<file path="src/rtl/ls_stream_ctrl_pkg.sv">
// Shared sizing and state encoding for the local_store stream controller.
// Geometry comes from the array-wide L/WIDTH/B/ADDR_WIDTH macros.
`ifndef L
`define L 2
`endif
`ifndef WIDTH
`define WIDTH 8
`endif
`ifndef B
`define B 16
`endif
`ifndef ADDR_WIDTH
`define ADDR_WIDTH 3
`endif

package ls_stream_ctrl_pkg;

  localparam int LS_LW    = `L * `WIDTH;
  localparam int LS_DEPTH = `B / `L;
  localparam int LS_AW    = `ADDR_WIDTH;

  typedef enum logic [1:0] {
    ST_IDLE  = 2'd0,
    ST_LOAD  = 2'd1,
    ST_DRAIN = 2'd2
  } ls_state_e;

  // Width of a counter that must be able to hold the value n.
  function automatic int ls_cnt_width(input int n);
    return (n < 2) ? 1 : $clog2(n + 1);
  endfunction

endpackage

</file>
<file path="src/rtl/ls_skid2.sv">
// Two-entry valid/ready output buffer with occupancy count.
// Head entry never moves while it is presented and not popped.
module ls_skid2 #(
  parameter int W = 8
) (
  input  logic         clk,
  input  logic         rst_n,
  input  logic         flush_i,
  input  logic         push_i,
  input  logic [W-1:0] data_i,
  input  logic         pop_i,
  output logic         valid_o,
  output logic [W-1:0] data_o,
  output logic [1:0]   count_o
);

  logic [W-1:0] ent0_q, ent0_d, ent1_q, ent1_d;
  logic [1:0]   count_q, count_d;
  logic         pop_s, push_s;

  // Buffer next-state: push/pop in any combination, flush wins.
  always_comb begin
    ent0_d  = ent0_q;
    ent1_d  = ent1_q;
    count_d = count_q;
    pop_s   = pop_i & (count_q != 2'd0);
    push_s  = push_i & ((count_q != 2'd2) | pop_s);
    if (flush_i) begin
      count_d = 2'd0;
    end else begin
      case ({push_s, pop_s})
        2'b10: begin
          if (count_q == 2'd0) begin
            ent0_d = data_i;
          end else begin
            ent1_d = data_i;
          end
          count_d = count_q + 2'd1;
        end
        2'b01: begin
          ent0_d  = ent1_q;
          count_d = count_q - 2'd1;
        end
        2'b11: begin
          if (count_q == 2'd1) begin
            ent0_d = data_i;
          end else begin
            ent0_d = ent1_q;
            ent1_d = data_i;
          end
        end
        default: begin
          count_d = count_q;
        end
      endcase
    end
  end

  // Buffer storage registers.
  always_ff @(posedge clk or negedge rst_n) begin
    if (!rst_n) begin
      ent0_q  <= {W{1'b0}};
      ent1_q  <= {W{1'b0}};
      count_q <= 2'd0;
    end else begin
      ent0_q  <= ent0_d;
      ent1_q  <= ent1_d;
      count_q <= count_d;
    end
  end

  assign valid_o = (count_q != 2'd0);
  assign data_o  = ent0_q;
  assign count_o = count_q;

endmodule

</file>
<file path="src/rtl/ls_stream_ctrl.sv">
// Load/drain stream controller for one local_store tile buffer.
// Drain path hides the store's one-cycle read latency behind a 2-entry skid.
module ls_stream_ctrl
  import ls_stream_ctrl_pkg::*;
#(
  parameter int LW    = LS_LW,
  parameter int DEPTH = LS_DEPTH,
  parameter int AW    = LS_AW
) (
  input  logic          clk,
  input  logic          rst_n,
  input  logic          load_start,
  input  logic          drain_start,
  input  logic [LW-1:0] in_data,
  input  logic          in_valid,
  output logic          in_ready,
  output logic [LW-1:0] out_data,
  output logic          out_valid,
  input  logic          out_ready,
  output logic          ls_we,
  output logic [AW-1:0] ls_a_w,
  output logic [LW-1:0] ls_di,
  output logic [AW-1:0] ls_a_r,
  input  logic [LW-1:0] ls_dout,
  output logic          busy,
  output logic          done
);

  localparam int CW = ls_cnt_width(DEPTH);
  localparam logic [CW-1:0] DEPTH_C  = CW'(DEPTH);
  localparam logic [CW-1:0] LASTC_C  = CW'(DEPTH - 1);
  localparam logic [CW-1:0] ONEC_C   = CW'(1);
  localparam logic [AW-1:0] LASTP_C  = AW'(DEPTH - 1);
  localparam logic [AW-1:0] ONEP_C   = AW'(1);

  ls_state_e     state_q, state_d;
  logic [AW-1:0] wr_ptr_q, wr_ptr_d, rd_ptr_q, rd_ptr_d;
  logic [CW-1:0] issued_q, issued_d, popped_q, popped_d;
  logic          inflight_q, inflight_d;
  logic          done_q, done_d;

  logic          skid_valid_s, pop_s, issue_s, flush_s;
  logic [LW-1:0] skid_head_s;
  logic [1:0]    occ_s;
  logic [2:0]    pending_s;

  // Read issue: at most two words may be buffered or in flight after this cycle's pop.
  always_comb begin
    pop_s     = skid_valid_s & out_ready;
    pending_s = {1'b0, occ_s} + {2'b00, inflight_q} - {2'b00, pop_s};
    flush_s   = (state_q == ST_IDLE);
    if ((state_q == ST_DRAIN) && (issued_q < DEPTH_C) && (pending_s < 3'd2)) begin
      issue_s = 1'b1;
    end else begin
      issue_s = 1'b0;
    end
  end

  // FSM next-state, pointer and counter updates.
  always_comb begin
    state_d    = state_q;
    wr_ptr_d   = wr_ptr_q;
    rd_ptr_d   = rd_ptr_q;
    issued_d   = issued_q;
    popped_d   = popped_q;
    done_d     = 1'b0;
    inflight_d = issue_s;
    case (state_q)
      ST_IDLE: begin
        if (load_start) begin
          state_d = ST_LOAD;
        end else if (drain_start) begin
          state_d = ST_DRAIN;
        end else begin
          state_d = ST_IDLE;
        end
      end
      ST_LOAD: begin
        if (in_valid) begin
          if (wr_ptr_q == LASTP_C) begin
            state_d  = ST_IDLE;
            wr_ptr_d = {AW{1'b0}};
            done_d   = 1'b1;
          end else begin
            wr_ptr_d = wr_ptr_q + ONEP_C;
          end
        end else begin
          wr_ptr_d = wr_ptr_q;
        end
      end
      ST_DRAIN: begin
        if (issue_s) begin
          issued_d = issued_q + ONEC_C;
          if (rd_ptr_q != LASTP_C) begin
            rd_ptr_d = rd_ptr_q + ONEP_C;
          end else begin
            rd_ptr_d = rd_ptr_q;
          end
        end else begin
          issued_d = issued_q;
        end
        // The final pop can only follow the final issue, so it overrides the updates above.
        if (pop_s) begin
          if (popped_q == LASTC_C) begin
            state_d  = ST_IDLE;
            rd_ptr_d = {AW{1'b0}};
            issued_d = {CW{1'b0}};
            popped_d = {CW{1'b0}};
            done_d   = 1'b1;
          end else begin
            popped_d = popped_q + ONEC_C;
          end
        end else begin
          popped_d = popped_q;
        end
      end
      default: begin
        state_d = ST_IDLE;
      end
    endcase
  end

  // Controller state registers.
  always_ff @(posedge clk or negedge rst_n) begin
    if (!rst_n) begin
      state_q    <= ST_IDLE;
      wr_ptr_q   <= {AW{1'b0}};
      rd_ptr_q   <= {AW{1'b0}};
      issued_q   <= {CW{1'b0}};
      popped_q   <= {CW{1'b0}};
      inflight_q <= 1'b0;
      done_q     <= 1'b0;
    end else begin
      state_q    <= state_d;
      wr_ptr_q   <= wr_ptr_d;
      rd_ptr_q   <= rd_ptr_d;
      issued_q   <= issued_d;
      popped_q   <= popped_d;
      inflight_q <= inflight_d;
      done_q     <= done_d;
    end
  end

  // Store port and stream handshake outputs, gated by state.
  always_comb begin
    if (state_q == ST_LOAD) begin
      in_ready = 1'b1;
      ls_we    = in_valid;
      ls_a_w   = wr_ptr_q;
      ls_di    = in_data;
    end else begin
      in_ready = 1'b0;
      ls_we    = 1'b0;
      ls_a_w   = {AW{1'b0}};
      ls_di    = {LW{1'b0}};
    end
    if (state_q == ST_DRAIN) begin
      ls_a_r = rd_ptr_q;
    end else begin
      ls_a_r = {AW{1'b0}};
    end
  end

  ls_skid2 #(.W(LW)) u_skid (
    .clk     (clk),
    .rst_n   (rst_n),
    .flush_i (flush_s),
    .push_i  (inflight_q),
    .data_i  (ls_dout),
    .pop_i   (pop_s),
    .valid_o (skid_valid_s),
    .data_o  (skid_head_s),
    .count_o (occ_s)
  );

  assign out_valid = skid_valid_s;
  assign out_data  = skid_head_s;
  assign busy      = (state_q != ST_IDLE);
  assign done      = done_q;

endmodule

</file>
<file path="config.mk">
export PLATFORM = sky130hd
export DESIGN_NAME = ls_stream_ctrl
export DESIGN_NICKNAME = d
export VERILOG_FILES = /design/src/rtl/ls_stream_ctrl_pkg.sv /design/src/rtl/ls_skid2.sv /design/src/rtl/ls_stream_ctrl.sv
export SDC_FILE = /design/constraint.sdc
export NUM_CORES = 1
export LEC_CHECK = 0
export BUFFER_PORTS_ARGS = -buffer_cell sky130_fd_sc_hd__clkbuf_2
export CELL_PAD_IN_SITES_DETAIL_PLACEMENT = 1
export CELL_PAD_IN_SITES_GLOBAL_PLACEMENT = 1
export CORE_UTILIZATION = 40
export CTS_BUF_LIST = sky130_fd_sc_hd__clkbuf_16
export CTS_CLUSTER_SIZE = 12
export DETAILED_ROUTE_END_ITERATION = 16
export MAX_ROUTING_LAYER = met4
export PLACE_DENSITY = 0.83
export SYNTH_ARGS = -nofsm -noshare
export SYNTH_HDL_FRONTEND = slang
export SYNTH_HIERARCHICAL = 1
export SYNTH_SLANG_ARGS = --single-unit
</file>
<file path="constraint.sdc">
create_clock -name clk -period 8.2 [get_ports clk]
set_input_delay 0.82 -clock clk [delete_from_list [all_inputs] [get_ports clk]]
set_output_delay 0.82 -clock clk [all_outputs]
set_load 0.01 [all_outputs]
</file>
# Yosys cells after proc, flatten, opt, wreduce, memory -nomap -nowiden
# Index checks and enable logic that the tools add are counted.
# Widths: inputs -> output; s select.
[word_totals]
register_bits = 52
latch_bits = 0
ramBits = 0
rom_bits = 0
input_bits = 38
out_inout_bits = 43
wordCells = 91
mem_count = 0
[op_classes]
addsub = 8
mul = 0
n_div = 0
n_lt_le_gt_ge = 2
eq_ne = 17
n_shift = 0
mux = 35
bitwise = 5
reduce_logical = 14
[op_table]
columns = ["operator", "n"]
rows = [
  ["$mux 16", 5],
  ["$pmux 16 s3", 1],
  ["$pmux 16 s2", 1],
  ["$mux 3", 7],
  ["$mux 4", 4],
  ["$mux 2", 7],
  ["$ne 2x2->1 const B", 6],
  ["$add 4x1->4 const B", 2],
  ["$reduce_and 4->1", 2],
  ["$mux 1", 7],
  ["$add 3x1->3 const B", 2],
  ["$eq 2x1->1 const B", 3],
  ["$eq 2x2->1 const B", 3],
  ["$pmux 2 s3", 1],
  ["$reduce_bool 2->1", 3],
  ["$reduce_bool 3->1", 2],
  ["$eq 4x3->1 const B", 1],
  ["$logic_not 2->1", 2],
  ["$lt 4x4->1 const B", 1],
  ["$ne 2x1->1 const B", 2],
  ["$pmux 2 s2", 1],
  ["$reduce_and 2->1", 2],
  ["$add 2x1->3", 1],
  ["$and 1x1->1", 3],
  ["11 further kinds", 12],
]

# Longest topological paths before layout
# Gate-level depths: netlist of run 1.
[depth]
word_depth = 9
ltp_mapped = 11
depth_no_buf = 10

# By module
# Netlist of run 1, hierarchy kept.
[by_module_without_submodules]
columns = ["module", "instances", "cells_per_inst", "area_per_inst_um2", "seq_area_each_um2"]
rows = [
  ["ls_skid2", 1, 128, 1599.0, 850.8],
  ["ls_stream_ctrl", 1, 118, 1136.1, 450.4],
]

# Worst setup path after synthesis of run 1
# No wires, ideal clock.
[synth_path]
path_kind = "reg2reg"
startpoint = "register u_skid.count_q[1] (netlist: u_skid/count_o[1])"
endpoint = "register issued_q[2]"
setup_time_ps = 73
arrival_time_ps = 2590
required_time_ps = 8127
setup_slack_ps = 5537
stages_incl_launch_ff = 11
n_path_buf = 0
synth_period_minus_slack_ps = 2663
path_cell_list = "dfrtp_1 > inv_1 > ha_1 > inv_1 > nand2_1 > nor2_1 > o21ai_0 > fa_1 > nand3b_2 > or4_4 > a21oi_2"
[synth_via]
elab_chain_cells = 9
word_cells_on_any_way = 10
classes_between = "add/sub (2); order compare (1); mux (4); bitwise (1); reduce/logical (2)"
[synth_rtl]
columns = ["element", "line", "source"]
rows = [
  ["from (decl)", "ls_skid2.sv:18", "logic [1:0] count_q, count_d;"],
  ["from (signal assigned)", "ls_skid2.sv:68", "count_q <= count_d;"],
  ["$reduce_bool 2->1 (*)", "ls_skid2.sv:72", "assign valid_o = (count_q != 2'd0);"],
  ["named net out_valid", "ls_stream_ctrl.sv:18", "output logic out_valid,"],
  ["$and 1x1->1 (*)", "ls_stream_ctrl.sv:49", "pop_s = skid_valid_s & out_ready;"],
  ["$sub 3x1->3", "ls_stream_ctrl.sv:50", "pending_s = {1'b0, occ_s} + {2'b00, inflight_q} - {2'b00, pop_s};"],
  ["$lt 3x2->1", "ls_stream_ctrl.sv:52", "if ((state_q == ST_DRAIN) && (issued_q < DEPTH_C) && (pending_s < 3'd2)) begin"],
  ["$logic_and 1x1->1", "ls_stream_ctrl.sv:52", ""],
  ["$mux 1", "ls_stream_ctrl.sv:52", ""],
  ["$mux 4", "ls_stream_ctrl.sv:92", "if (issue_s) begin"],
  ["$mux 4", "ls_stream_ctrl.sv:104", "if (popped_q == LASTC_C) begin"],
  ["$mux 4 (*)", "ls_stream_ctrl.sv:103", "if (pop_s) begin"],
  ["to (signal assigned)", "ls_stream_ctrl.sv:129", "issued_q <= {CW{1'b0}};"],
  ["to (signal assigned)", "ls_stream_ctrl.sv:137", "issued_q <= issued_d;"],
  ["to (decl)", "ls_stream_ctrl.sv:38", "logic [CW-1:0] issued_q, issued_d, popped_q, popped_d;"],
]
# The timed path passes the listed nets; every way through them passes the cells marked *.
# A chain may end at the register's enable or synchronous reset.

# Worst setup path after layout of run 1
[layout_path]
startpoint = "register u_skid.count_q[1] (netlist: u_skid/count_o[1])"
endpoint = "register issued_q[2]"
[layout_via]
elab_chain_cells = 9
word_cells_on_any_way = 10
classes_between = "add/sub (2); order compare (1); mux (4); bitwise (1); reduce/logical (2)"
[layout_rtl]
columns = ["element", "line"]
rows = [
  ["parallel branches: the longest is 8 deep, another holds $add 2x1->3", "n/a"],
  ["$mux 4 (*)", "ls_stream_ctrl.sv:103"],
]
# Every way passes the cells marked *.

==> results of run 1 <==
-- critical path, stage by stage (launching register included) --
cell,delay (ns)
dfrtp_1,0.52
inv_1,0.11
ha_1,0.25
inv_1,0.15
nand2_1,0.16
nor2_1,0.21
o21ai_0,0.15
fa_1,0.55
nand3b_2,0.14
or4_4,0.50
a21oi_2,0.13
-- power breakdown --
part	switching [mW]	internal, mW
combinational	0.272	0.246
sequential	0.0818	0.375
clock	0.0923	0.113
total	0.447	0.733
-- state kept, by name, indices dropped and copies added, names as in the netlist --
signal and count:
done 1, rd_ptr_q 3, state_q 2, u_skid/ent1_q 16, u_skid/count_o 2, inflight_q 1
popped_q 4, wr_ptr_q 3, u_skid/data_o 16, issued_q 4
-- kinds of logic after synthesis --
group | count (synthesis) | synth area share [%]
AND/OR/NAND/NOR | 78 | 15.5
flip-flops | 52 | 47.6
adder cells (fa/ha/maj) | 12 | 5.76
AO/OA/AOI/OAI | 42 | 9.29
XOR/XNOR | 3 | 0.961
buffers and inverters | 18 | 3.66
multiplexers | 41 | 17.2
-- metal layers --
layer | wire [um] | up-vias | share of wire [%] | GRT usage, %
li1 | - | 1010 | - | -
met1 | 2550 | 1049 | 43 | 21.5
met2 | 3280 | 29 | 55 | 32.2
met3 | 116 | 5 | 1.9 | 1.28
met4 | 54 | 0 | 0.90 | 6.01
met5 | 0 | - | 0 | -
-- final cells by class --
| class | count | area share, % |
|---|---|---|
| clock buffer | 5 | 3.76 |
| clock inverter | 3 | 0.602 |
| inverter | 9 | 1.02 |
| multi-input combinational | 176 | 40.1 |
| sequential | 52 | 39.1 |
| tap | 77 | 2.90 |
| timing repair buffer | 82 | 12.5 |
-- final timing paths --
kind,endpoint,from,slack [ns],cells past startpoint
worst max-delay path,issued_q[2],u_skid/count_o[1],5.24,10
worst min-delay path,u_skid/ent1_q[3],u_skid/ent1_q[3],0.51,1
worst max register to register,issued_q[2],u_skid/count_o[1],5.24,10
worst min register to register,u_skid/ent1_q[3],u_skid/ent1_q[3],0.51,1
max in group asynchronous,rd_ptr_q[0],rst_n,7.11,2
min in group asynchronous,done,rst_n,0.64,2
-- cells in the final DEF (no fill, tap or decap), drive strengths merged, types with 10 or more instances in the layout --
| master | Yosys | layout |
|---|---|---|
| a21oi | 21 | 21 |
| and2 | 23 | 23 |
| clkbuf | 3 | 85 |
| dfrtp | 52 | 52 |
| ha | 11 | 11 |
| inv | 9 | 10 |
| mux2 | 19 | 19 |
| mux2i | 22 | 22 |
| nand2 | 12 | 12 |
| nor2 | 26 | 26 |
-- through the flow --
step	power, mW	instance area [um2]
6_report	1.18	3330
5_1_grt	1.27	3330
4_1_cts	1.20	3330
3_5_place_dp	0.985	3180
3_3_place_gp	0.956	3180
2_1_floorplan	0.811	2740
==> summary.md, run 1 <==
| Metric | Value |
|---|---|
| Core ar. | between 0.006 and 0.007 mm2 |
| Ant diodes | 0 |
| Post-synthesis sequential area ratio | ~48% |
| Total gr overflow | 0 |
| Syn_nets | approximately 300 |
| Hold slack final | 0.510 ns |
| VDD IR max | 0.000149 V |
| Clk pin slew, worst setup/hold paths | ~0.06 ns |
| Num rows | 29 |
| MaxCap Viol Count | 0 |
| Core Util, Final | between 50% and 60% |
| CP Launch Type | flip-flop |
| Leakage | about 1.8 nW |
| Number of global-route vias before repair | ~2.1k |
| Die ar. | just over 0.007 mm2 |
| Max H-tree Level | 2 |
| Primary FF master, synth | dfrtp_1 |
| NumNets Final | 376 |
| Number of port buffers | 80 |
| GRT Overall Usage | between 15 and 20% |
| Max Clock Skew | 0.00783 ns |
| Multi-input logic area | approximately 0.0013 mm2 |
| Antenna Nets Post-Route | 0 |
| # hold bufs at CTS | 0 |
| Final setup margin | between 5 and 6 ns |
| Register area | approximately 0.0013 mm2 |
| Crit path max fanout | 7 |
| Final RePlAce weighted congestion | between 0.7 and 0.8 |
| DRT iter0 DRCs | between 100 and 150 |
| Outcome | complete, no violations |
| Top-area cell type share of the netlist area | a little under half |
| I/O pin total | 81 |
| Fraction of layout cells with a size suffix above 1 | between 30% and 40% |
| Setup TNS | 0 ns |
| Post-CTS sizing | 0 |
| Vias post-DR | approximately 2.1k |
| Post-Syn Instances | 246 |
| Count leader, synth | dfrtp_1 |
| Hold Violations, Final | 0 |
| Synth async-reset ratio | 100% |
| Syn Area/Cell | 11.1 um2 |
| DRT Pass-1 Iters | 6 |
| Crit. End Element | flip-flop |
| Clock root cell | clkbuf_16 |
| Number of synthesized flops with an enable pin | 0 |
| Worst Tran Pin Value | a little over 0.9 ns |
| Cell Area, Synth | around 0.0027 mm2 |
| Dominant cell type by area after synthesis | dfrtp_1 |
| First-pass GRT wire length | 10.0 mm |
| TritonCTS Buffers | 5 |
| Initial antenna violation count | 0 |
| Setup Fix Bufs, Post-CTS | 0 |
| Die X | 84.7 um |
| Die height | ~85 um |
| Finished Layout Cells | about 400 |
| DP HPWL | 4.43 mm |
| Starting density of the core | a little over two fifths |
| Largest net degree at the start of global routing | 53 |
| Synthesis-stage register bit count | 52 |
| Critical path data arrival time | roughly 3.2 ns |
| Worst hold path type | flip-flop to flip-flop |
| Fin crit share | between 30% and 40% |
| Unique cell type count in the Yosys netlist | 40 |
| Relative slew slack | between 30% and 40% |
| CP Class | flip-flop to flip-flop |
| Layout area overhead | 21.6% |
| Wire per inst | 14.8 um |
| Avg Vias per Cell | roughly 5.2 |
| # fillers | between 700 and 800 |
| RSZ-0062 raised after global routing | no |
| Synth Warn # | 6 |
| CP Data Required Time | around 8.4 ns |
| Power Dens Cells | roughly 350 mW/mm2 |
| # setup viols final | 0 |
| Synth area leaders | dfrtp_1, mux2i_1, mux2_4 |
| CTS tree | done |
| Post-Route WL | roughly 6.0 mm |
| Placed cell count | about 400 |
| Top post-synthesis cells by count | dfrtp_1, nor2_1, mux2i_1 |
| DRC | 0 |
| CTS max path bufs | 2 |
| CTS Sinks | 52 |
| Clock latency on the worst-skew pair | 0.29 ns |
| Max Slew Vio Count | 0 |
| DP Worst Slack | about 5.3 ns |
| Fmax achieved | 338 MHz |
| Fin crit period | between 2 and 3 ns |
Power figures use the tool's default switching activity.
==> run 2, diff against run 1 <==
==> constraint.sdc (replaced) <==
create_clock -name clk -period 3.1 [get_ports clk]
set_input_delay 0.31 -clock clk [delete_from_list [all_inputs] [get_ports clk]]
set_output_delay 0.31 -clock clk [all_outputs]
set_load 0.01 [all_outputs]
==> summary.md, run 2 (synthesis gave the netlist of run 1 again) <==
| Metric | Value |
|---|---|
| # hold bufs at CTS | 0 |
| Leakage | around 1.9 nW |
| Crit path max fanout | 6 |
| Max Clock Skew | around 0.006 ns |
| Power Dens Cells | a little under 1000 mW/mm2 |
| Layout area overhead | 23.1% |
| Fmax achieved | between 300 and 400 MHz |
| Fin crit period | 2.86 ns |
| Post-Route WL | around 6.5 mm |
| Max H-tree Level | 2 |
| I/O pin total | 81 |
| CTS Sinks | 52 |
| Outcome | complete, no violations |
| Clk pin slew, worst setup/hold paths | 0.07 ns |
| Die ar. | approximately 0.0072 mm2 |
| Worst hold path type | input pin to async pin |
| MaxCap Viol Count | 0 |
| Wire per inst | about 16 um |
| Largest net degree at the start of global routing | 39 |
| Initial antenna violation count | 0 |
| CP Class | flip-flop to flip-flop |
| Most frequent cells in the layout | clkbuf_2, dfrtp_1, nor2_1 |
| Setup Fix Bufs, Post-CTS | 0 |
| CTS max path bufs | 2 |
| Leading cell type in the layout, fill and taps excluded | clkbuf_2 |
| Crit. End Element | flip-flop |
| Die X | 84.7 um |
| Num rows | 29 |
| Avg Vias per Cell | between 5 and 6 |
| Antenna Nets Post-Route | 0 |
| Number of port buffers | 80 |
| Starting density of the core | between 40% and 50% |
| Number of global-route vias before repair | approximately 2.3k |
| Hold slack final | between 0.15 and 0.2 ns |
| RSZ-0062 raised after global routing | no |
| Die height | around 85 um |
| CTS tree | done |
| Total power | about 3.3 mW |
| DP Worst Slack | between 0.2 and 0.3 ns |
| Clock root cell | clkbuf_16 |
| Post-CTS sizing | 0 |
| VDD IR max | 0.000476 V |
| NumNets Final | about 380 |
| Setup TNS | 0 ns |
| Ant diodes | 0 |
| Core ar. | approximately 0.0065 mm2 |
| Max Slew Vio Count | 0 |
| CP Data Required Time | between 3 and 4 ns |
| Total gr overflow | 0 |
| Final RePlAce weighted congestion | 0.721 |
| DRC | 0 |
| Relative slew slack | 35.1% |
| # setup viols final | 0 |
| GRT Overall Usage | roughly 20% |
| Fraction of layout cells with a size suffix above 1 | between 30% and 40% |
| First-pass GRT wire length | about 11 mm |
| Worst Tran Pin Value | 0.974 ns |
| CP Launch Type | flip-flop |
| Fin crit share | between 90 and 100% |
| Clock latency on the worst-skew pair | ~0.29 ns |
| TritonCTS Buffers | 5 |
| DRT Pass-1 Iters | 6 |
| Vias post-DR | approximately 2.1k |
| Critical path data arrival time | 3.08 ns |
| Hold Violations, Final | 0 |
| Final setup margin | ~0.24 ns |
| DP HPWL | 4.70 mm |
| DRT iter0 DRCs | between 100 and 150 |
-- run 2: changes by cell type in the layout (fill, tap and decap cells not counted) --
cell / delta
bufinv_16: +1
buf_4: +2
clkinv_4: -1
inv_1: -1
inv_6: +1
-- run 2: path summary, 6_finish.rpt --
kind                                   start                end  slack [ns]  cells after the start
setup / recovery           u_skid/count_o[0]        issued_q[0]        0.24                     10
min in group clk                  ls_dout[2]   u_skid/ent1_q[2]        0.27                      2
setup reg to reg           u_skid/count_o[0]        issued_q[0]        0.24                     10
hold reg to reg                  popped_q[2]        popped_q[2]        0.50                      1
hold / removal                         rst_n               done        0.16                      1
max in group asynchronous              rst_n  u_skid/ent1_q[15]        2.16                      2
-- run 2: report_power, final --
part / switching [mW] / internal (mW) / total (mW)
Clock: 0.255 / 0.384 / 0.639
Combinational: 0.768 / 0.660 / 1.43
Sequential: 0.209 / 0.991 / 1.20
Total: 1.23 / 2.03 / 3.27
-- run 2: layer usage --
layer | track usage, % | wire [um]
met1 | 23.2 | 2650
met2 | 37.1 | 3650
met3 | 2.16 | 131
met4 | 6.93 | 87
met5 | - | 0
-- run 2: layout make-up --
cell class	count	area [um2]
clock buffer	5	125
clock inverter	3	46.3
fill	761	3090
inverter	9	33.8
multi-input combinational	176	1330
sequential	52	1300
tap	77	96.3
timing repair buffer	84	430
-- run 2: critical path, cell delays in order (launching register included) --
cell and delay [ns]:
dfrtp_1 0.40, inv_1 0.09, ha_1 0.26, inv_1 0.17, nand2_1 0.17, nor2_1 0.22, o21ai_0 0.16, fa_1 0.55
nand3b_2 0.14, or3_2 0.49, a21oi_1 0.15
-- run 2: per-stage QoR --
step           instances  instance area [um2]  utilization, %
2_1_floorplan        246                 2740               -
3_3_place_gp         398                 3200            49.5
3_5_place_dp         398                 3200            49.5
4_1_cts              406                 3370            52.1
5_1_grt              406                 3370            52.1
6_report             406                 3370            52.1
